[src/rtl/shift_add_mult_4bit.sv]
// Sequential unsigned shift-and-add multiplier. One partial product per clock
// goes through an external WIDTH-bit adder; the product is held until the next done.
module shift_add_mult_4bit #(
    parameter int unsigned WIDTH = 4
) (
    input  logic               clk,
    input  logic               rst_n,
    input  logic               start,
    input  logic [WIDTH-1:0]   multiplicand,
    input  logic [WIDTH-1:0]   multiplier,
    output logic               busy,
    output logic               done,
    output logic [2*WIDTH-1:0] product,
    output logic [WIDTH-1:0]   add_a,
    output logic [WIDTH-1:0]   add_b,
    output logic               add_cin,
    input  logic [WIDTH-1:0]   add_sum,
    input  logic               add_cout
);

    localparam int unsigned CNT_W = (WIDTH > 1) ? $clog2(WIDTH) : 1;
    localparam logic [CNT_W-1:0] CNT_LAST = CNT_W'(WIDTH - 1);

    typedef enum logic [1:0] {
        S_IDLE,
        S_CALC,
        S_DONE
    } state_t;

    state_t             state_q, state_d;
    logic [WIDTH-1:0]   a_q, a_d;
    logic [WIDTH-1:0]   q_q, q_d;
    logic [WIDTH-1:0]   m_q, m_d;
    logic [CNT_W-1:0]   cnt_q, cnt_d;
    logic               busy_q, busy_d;
    logic               done_q, done_d;
    logic [2*WIDTH-1:0] product_q, product_d;

    // Adder operands come only from registers, so the external adder closes no loop.
    assign add_a   = a_q;
    assign add_b   = (state_q == S_CALC && q_q[0]) ? m_q : '0;
    assign add_cin = 1'b0;

    assign busy    = busy_q;
    assign done    = done_q;
    assign product = product_q;

    always_comb begin
        state_d   = state_q;
        a_d       = a_q;
        q_d       = q_q;
        m_d       = m_q;
        cnt_d     = cnt_q;
        busy_d    = busy_q;
        done_d    = 1'b0;
        product_d = product_q;

        case (state_q)
            S_IDLE: begin
                if (start) begin
                    m_d     = multiplicand;
                    q_d     = multiplier;
                    a_d     = '0;
                    cnt_d   = '0;
                    busy_d  = 1'b1;
                    state_d = S_CALC;
                end
            end
            S_CALC: begin
                // Carry becomes the new accumulator MSB; the consumed Q bit drops out.
                {a_d, q_d} = {add_cout, add_sum, q_q[WIDTH-1:1]};
                cnt_d      = cnt_q + 1'b1;
                if (cnt_q == CNT_LAST) begin
                    state_d = S_DONE;
                end
            end
            S_DONE: begin
                product_d = {a_q, q_q};
                done_d    = 1'b1;
                busy_d    = 1'b0;
                state_d   = S_IDLE;
            end
            default: begin
                state_d = S_IDLE;
            end
        endcase
    end

    always_ff @(posedge clk or negedge rst_n) begin
        if (!rst_n) begin
            state_q   <= S_IDLE;
            a_q       <= '0;
            q_q       <= '0;
            m_q       <= '0;
            cnt_q     <= '0;
            busy_q    <= 1'b0;
            done_q    <= 1'b0;
            product_q <= '0;
        end else begin
            state_q   <= state_d;
            a_q       <= a_d;
            q_q       <= q_d;
            m_q       <= m_d;
            cnt_q     <= cnt_d;
            busy_q    <= busy_d;
            done_q    <= done_d;
            product_q <= product_d;
        end
    end

endmodule

[config.mk]
export PLATFORM = sky130hd
export DESIGN_NAME = shift_add_mult_4bit
export DESIGN_NICKNAME = d
export VERILOG_FILES = /design/src/rtl/shift_add_mult_4bit.sv
export SDC_FILE = /design/constraint.sdc
export NUM_CORES = 1
export LEC_CHECK = 0
export ABC_CLOCK_PERIOD_IN_PS = 1400
export BUFFER_PORTS_ARGS = -buffer_cell sky130_fd_sc_hd__buf_2
export CAP_MARGIN = 20
export CELL_PAD_IN_SITES_DETAIL_PLACEMENT = 0
export CELL_PAD_IN_SITES_GLOBAL_PLACEMENT = 1
export CORE_UTILIZATION = 39
export CTS_CLUSTER_SIZE = 30
export DETAILED_ROUTE_END_ITERATION = 10
export GPL_ROUTABILITY_DRIVEN = 0
export GPL_TIMING_DRIVEN = 0
export MAX_ROUTING_LAYER = met4
export PLACE_DENSITY = 0.79
export SYNTH_ARGS = -nofsm -noshare
export SYNTH_HDL_FRONTEND = slang
export SYNTH_SLANG_ARGS = --single-unit
[constraint.sdc]
create_clock -name clk -period 1.4 [get_ports clk]
set_input_delay 0.35 -clock clk [delete_from_list [all_inputs] [get_ports clk]]
set_output_delay 0.35 -clock clk [all_outputs]
set_load 0.1 [all_outputs]
==> Word level (Yosys, flattened, before mapping) <==
Cells that the tools add are included.
{ "word_totals": {"rom_bits": 0, "mem_count": 0, "latchBits": 0, "inputBits": 16, "reg_bits": 26, "wordCells": 35, "ram_bits": 0} }
{ "op_classes": {"shifts": 0, "div": 0, "eq_ne": 5, "muxes": 13, "add_sub_neg": 1, "reduce_logical": 8, "bitwise": 0, "n_mul": 0, "magnitude_cmp": 0} }
{ "ops": {"columns": ["operator", "count"], "rows": [
  ["$pmux W4 S2", 2],
  ["$mux W4", 3],
  ["$pmux W2 S2", 2],
  ["$reduce_and A2 Y1", 4],
  ["$mux W2", 3],
  ["$eq A2 B2 Y1 const B", 2],
  ["$reduce_bool A2 Y1", 2],
  ["$add A2 B1 Y2 const B", 1],
  ["$eq A2 B1 Y1 const B", 1],
  ["$logic_not A2 Y1", 1],
  ["$mux W1", 2],
  ["$ne A2 B1 Y1 const B", 1],
  ["$ne A2 B2 Y1 const B", 1],
  ["$pmux W1 S2", 1],
  ["$logic_and A1 B1 Y1", 1]
]} }

==> Longest topological paths before layout <==
{ "logic_depth": {"depth_word": 3, "mapped_depth": 4, "depth_no_buf": 3} }

==> Worst setup path before layout <==
Ideal clock, no wire load.
{ "synth_path": {"path_type": "reg-to-output", "start": "register state_q[0]", "end": "output add_b[0]", "t_required_ns": 1.050, "arrival_time_ns": 1.595, "stages_incl_launch_ff": 5, "setup_slack_ns": -0.545, "path_cell_list": "dfrtp_1 buf_6 nor2b_1 buf_2 and3_1"} }
{ "synth_between": {"elab_chain_cells": 3} }
{ "synth_lines": {"columns": ["item", "line", "text"], "rows": [
  ["start: declaration", "30", "state_t state_q, state_d;"],
  ["start signal: assignment", "100", "state_q <= state_d;"],
  ["$eq A2 B1 Y1", "41", "assign add_b = (state_q == S_CALC && q_q[0]) ? m_q : '0;"],
  ["$logic_and A1 B1 Y1", "41", null],
  ["$mux W4", "41", null],
  ["end: declaration", "15", "output logic [WIDTH-1:0] add_b,"]
]} }
No other way between the ends.

==> Worst setup path in the final report <==
{ "layout_path": {"start": "register state_q[0]", "end": "output add_b[2]"} }
The elaborated chain is that of the path after synthesis.

==> impl_metrics.tcl <==
set metrics [dict create \
    end_kind "primary output" \
    ys_seq_area_share_pct 59.43 \
    cpMaxStageDelayCell "dfrtp_1" \
    vias_per_cell 5.081 \
    cts_made_buffers 3 \
    grt_pass1_wl_um 3284 \
    yosys_warnings 0 \
    max_slew.worst_pin.slew_ns 0.5697 \
    wl_per_cell_um 14.76 \
    grt_max_degree 27 \
    grt_pass1_vias 686 \
    rsz0062_at_grt "true" \
    path_cells "buf_6, nor2b_1, buf_4, and3_4, buf_12" \
    initial_core_util_pct 42.64 \
    met3_usage_pct 1.639 \
    routed_wl_um 2185 \
    status "finished with violations" \
    finalNetCount 136 \
    grt-ovfl-total 0 \
    io_pins 35 \
    synth_top_cell_area_share_pct 59.43 \
    initialDrtViolationCount 4 \
    synth_seq_cells 26 \
    slew_viol_final 0 \
    die_w_um 54.98 \
    met2_usage_pct 25.10 \
    fin_ws_ns -0.4065 \
    synth_cell_type_count 22 \
    dieArea_um2 3023 \
    port_buffers 33 \
    cts_htree_levels 1 \
    die_h_um 54.98 \
    cts_tree "built" \
    multi_input_area_um2 439.2 \
    syn_inst 76 \
    relSlewSlack_pct 62.02 \
    synthArstFlopShare_pct 100.0 \
    rows 18 \
    firstDrtPassIters 4 \
    vias 752 \
    track_usage_pct 16.39 \
    r2r_setup_slack_ns -0.18 \
    worstPathArrival_ns 1.46 \
    cts_sinks 26 \
    clockRootBuffer "clkbuf_4" \
    syn_to_final_growth_pct 40.91 \
    cp.required_ns 1.05 \
    synth_area_leaders "dfrtp_1 59%, mux2_2 12%, o221a_2 4.1%" \
    max_stage_delay_ns 0.43 \
    drv_cap 0 \
    antenna_found_initial 0 \
    setup_viol 12 \
    crit_path_start_kind "flip-flop" \
    fin_cells 148 \
    r2r.worst_path.cells 5 \
    timing.rr.start "state_q[1]$_DFFE_PN0P_" \
    path_max_fanout 5 \
    grtUsageMet1_pct 21.38 \
    dpl_worst_slack_ns -0.3909 \
    skew_ns 0.01021 \
    clk_path_buf_depth 2 \
    crit_type "reg -> out" \
    layout-drive-gt1-share_pct 60.17 \
    worstReg2RegEnd "m_q[2]$_DFFE_PN0P_" \
    ant_nets 0 \
    syn_area_um2 1095 \
    fp.coreArea_um2 2567 \
    finalHoldViolCount 0 \
    period_needed_ns 1.807 \
    synth_largest_area_cell "dfrtp_1" \
    syn_area_per_cell_um2 14.41 \
    max_freq_mhz 553.5 \
    top_usage_layer "met2" \
    finalCritPeriodShare_pct 129.0 \
    hold_path.class "in -> async" \
    synth_ff_type "dfrtp_1" \
    synth_fp_nets 93 \
    drcViolationCount 0 \
    synth_edf_count 0 \
    antenna_cells 0 \
    clkSlewWorstSetupHoldPaths_ns 0.14 \
    fillers 210 \
    seqCellArea_um2 650.6 \
    placed_cells 139 \
    violations "negative setup slack" \
    dpl.hpwl_um 1397 \
    clkLatencyLatePin_ns 0.31 \
]
==> critical path: cells and delay by family (launching register included) <==
| kind | cells | cell delay (ns) |
|---|---|---|
| buf+inv | 3 | 0.42 |
| flops | 1 | 0.43 |
| simple gates | 2 | 0.28 |
==> state kept, by name (all words and copies together), names as in the netlist <==
signal   count
q_q          4
state_q      2
busy         1
cnt_q        2
m_q          4
done         1
product      8
add_a        4
==> cell families after synthesis <==
family | count (synthesis) | share of synthesized area [%]
other cells | 1 | 0.3425
compound gates | 13 | 10.63
fa+ha+maj | 1 | 1.143
flops | 26 | 59.43
buf+inv | 7 | 3.999
mux | 13 | 13.26
simple gates | 15 | 11.20
==> layout by cell type, fill, tap and decap left out, drive strengths merged, types with 2 or more instances in the layout <==
cell type,n
a21oi,2
a22o,5
and3,4
buf,43
clkbuf,4
dfrtp,26
inv,2
mux2,12
nand2b,3
o221a,4
or4b,4
==> worst max path at each step <==
stage	from	endpoint	slack, ns	depth (start not counted)
4_1_cts	state_q[1]$_DFFE_PN0P_	add_b[0]	-0.40	5
2_1_floorplan	state_q[0]$_DFFE_PN0P_	add_b[0]	-0.12	4
3_3_place_gp	state_q[0]$_DFFE_PN0P_	add_b[0]	-0.39	5
5_1_grt	state_q[1]$_DFFE_PN0P_	add_b[2]	-0.47	5
6_report	state_q[0]$_DFFE_PN0P_	add_b[2]	-0.41	5
3_5_place_dp	state_q[0]$_DFFE_PN0P_	add_b[1]	-0.39	5
==> cell usage after synthesis, types with 2 or more instances <==
| cell | n |
|---|---|
| mux2_2 | 12 |
| dfrtp_1 | 26 |
| buf_2 | 2 |
| and3_1 | 4 |
| a22o_1 | 5 |
| o221a_2 | 4 |
| a21oi_1 | 2 |
| nand2b_1 | 3 |
| or4b_1 | 4 |
| buf_4 | 2 |
==> metal layers <==
metal	up-vias	wire length [um]
li1	362	-
met1	370	1022
met2	18	1064
met3	2	70
met4	0	27
met5	-	0
==> repair_timing <==
| action | 4_1_cts | 5_1_grt |
|---|---|---|
| endpoints found under the setup margin | 18 | 20 |
| setup buffers | 4 | 1 |
| hold buffers | 0 | 0 |
| pin swaps | 2 | 4 |
| gates resized for setup | 33 | 12 |
| endpoints found under the hold margin | 0 | 0 |
==> stage by stage <==
stage | hold WS (ns) | instance area (um2) | util [%] | setup TNS (ns)
finish | 0.01098 | 1543 | 60.09 | -2.673
global route | 0.02654 | 1543 | 60.09 | -3.198
CTS | 0.02198 | 1491 | 58.09 | -1.819
detailed placement | 0.3793 | 1320 | 51.41 | -1.557
global placement | 0.3763 | 1320 | 51.41 | -1.570
floorplan | 0.05441 | 1117 | - | -0.4744
==> area by class of cell <==
class / count / share of cell area, %
Clock buffer: 4 / 2.352
Sequential cell: 26 / 42.17
Buffer: 5 / 2.920
Timing Repair Buffer: 38 / 21.01
Tap cell: 30 / 2.433
Multi-Input combinational cell: 43 / 28.47
Inverter: 2 / 0.6488
Power is not shown: default switching activity piles up to over one toggle a cycle in this logic, so the estimate is an artifact.
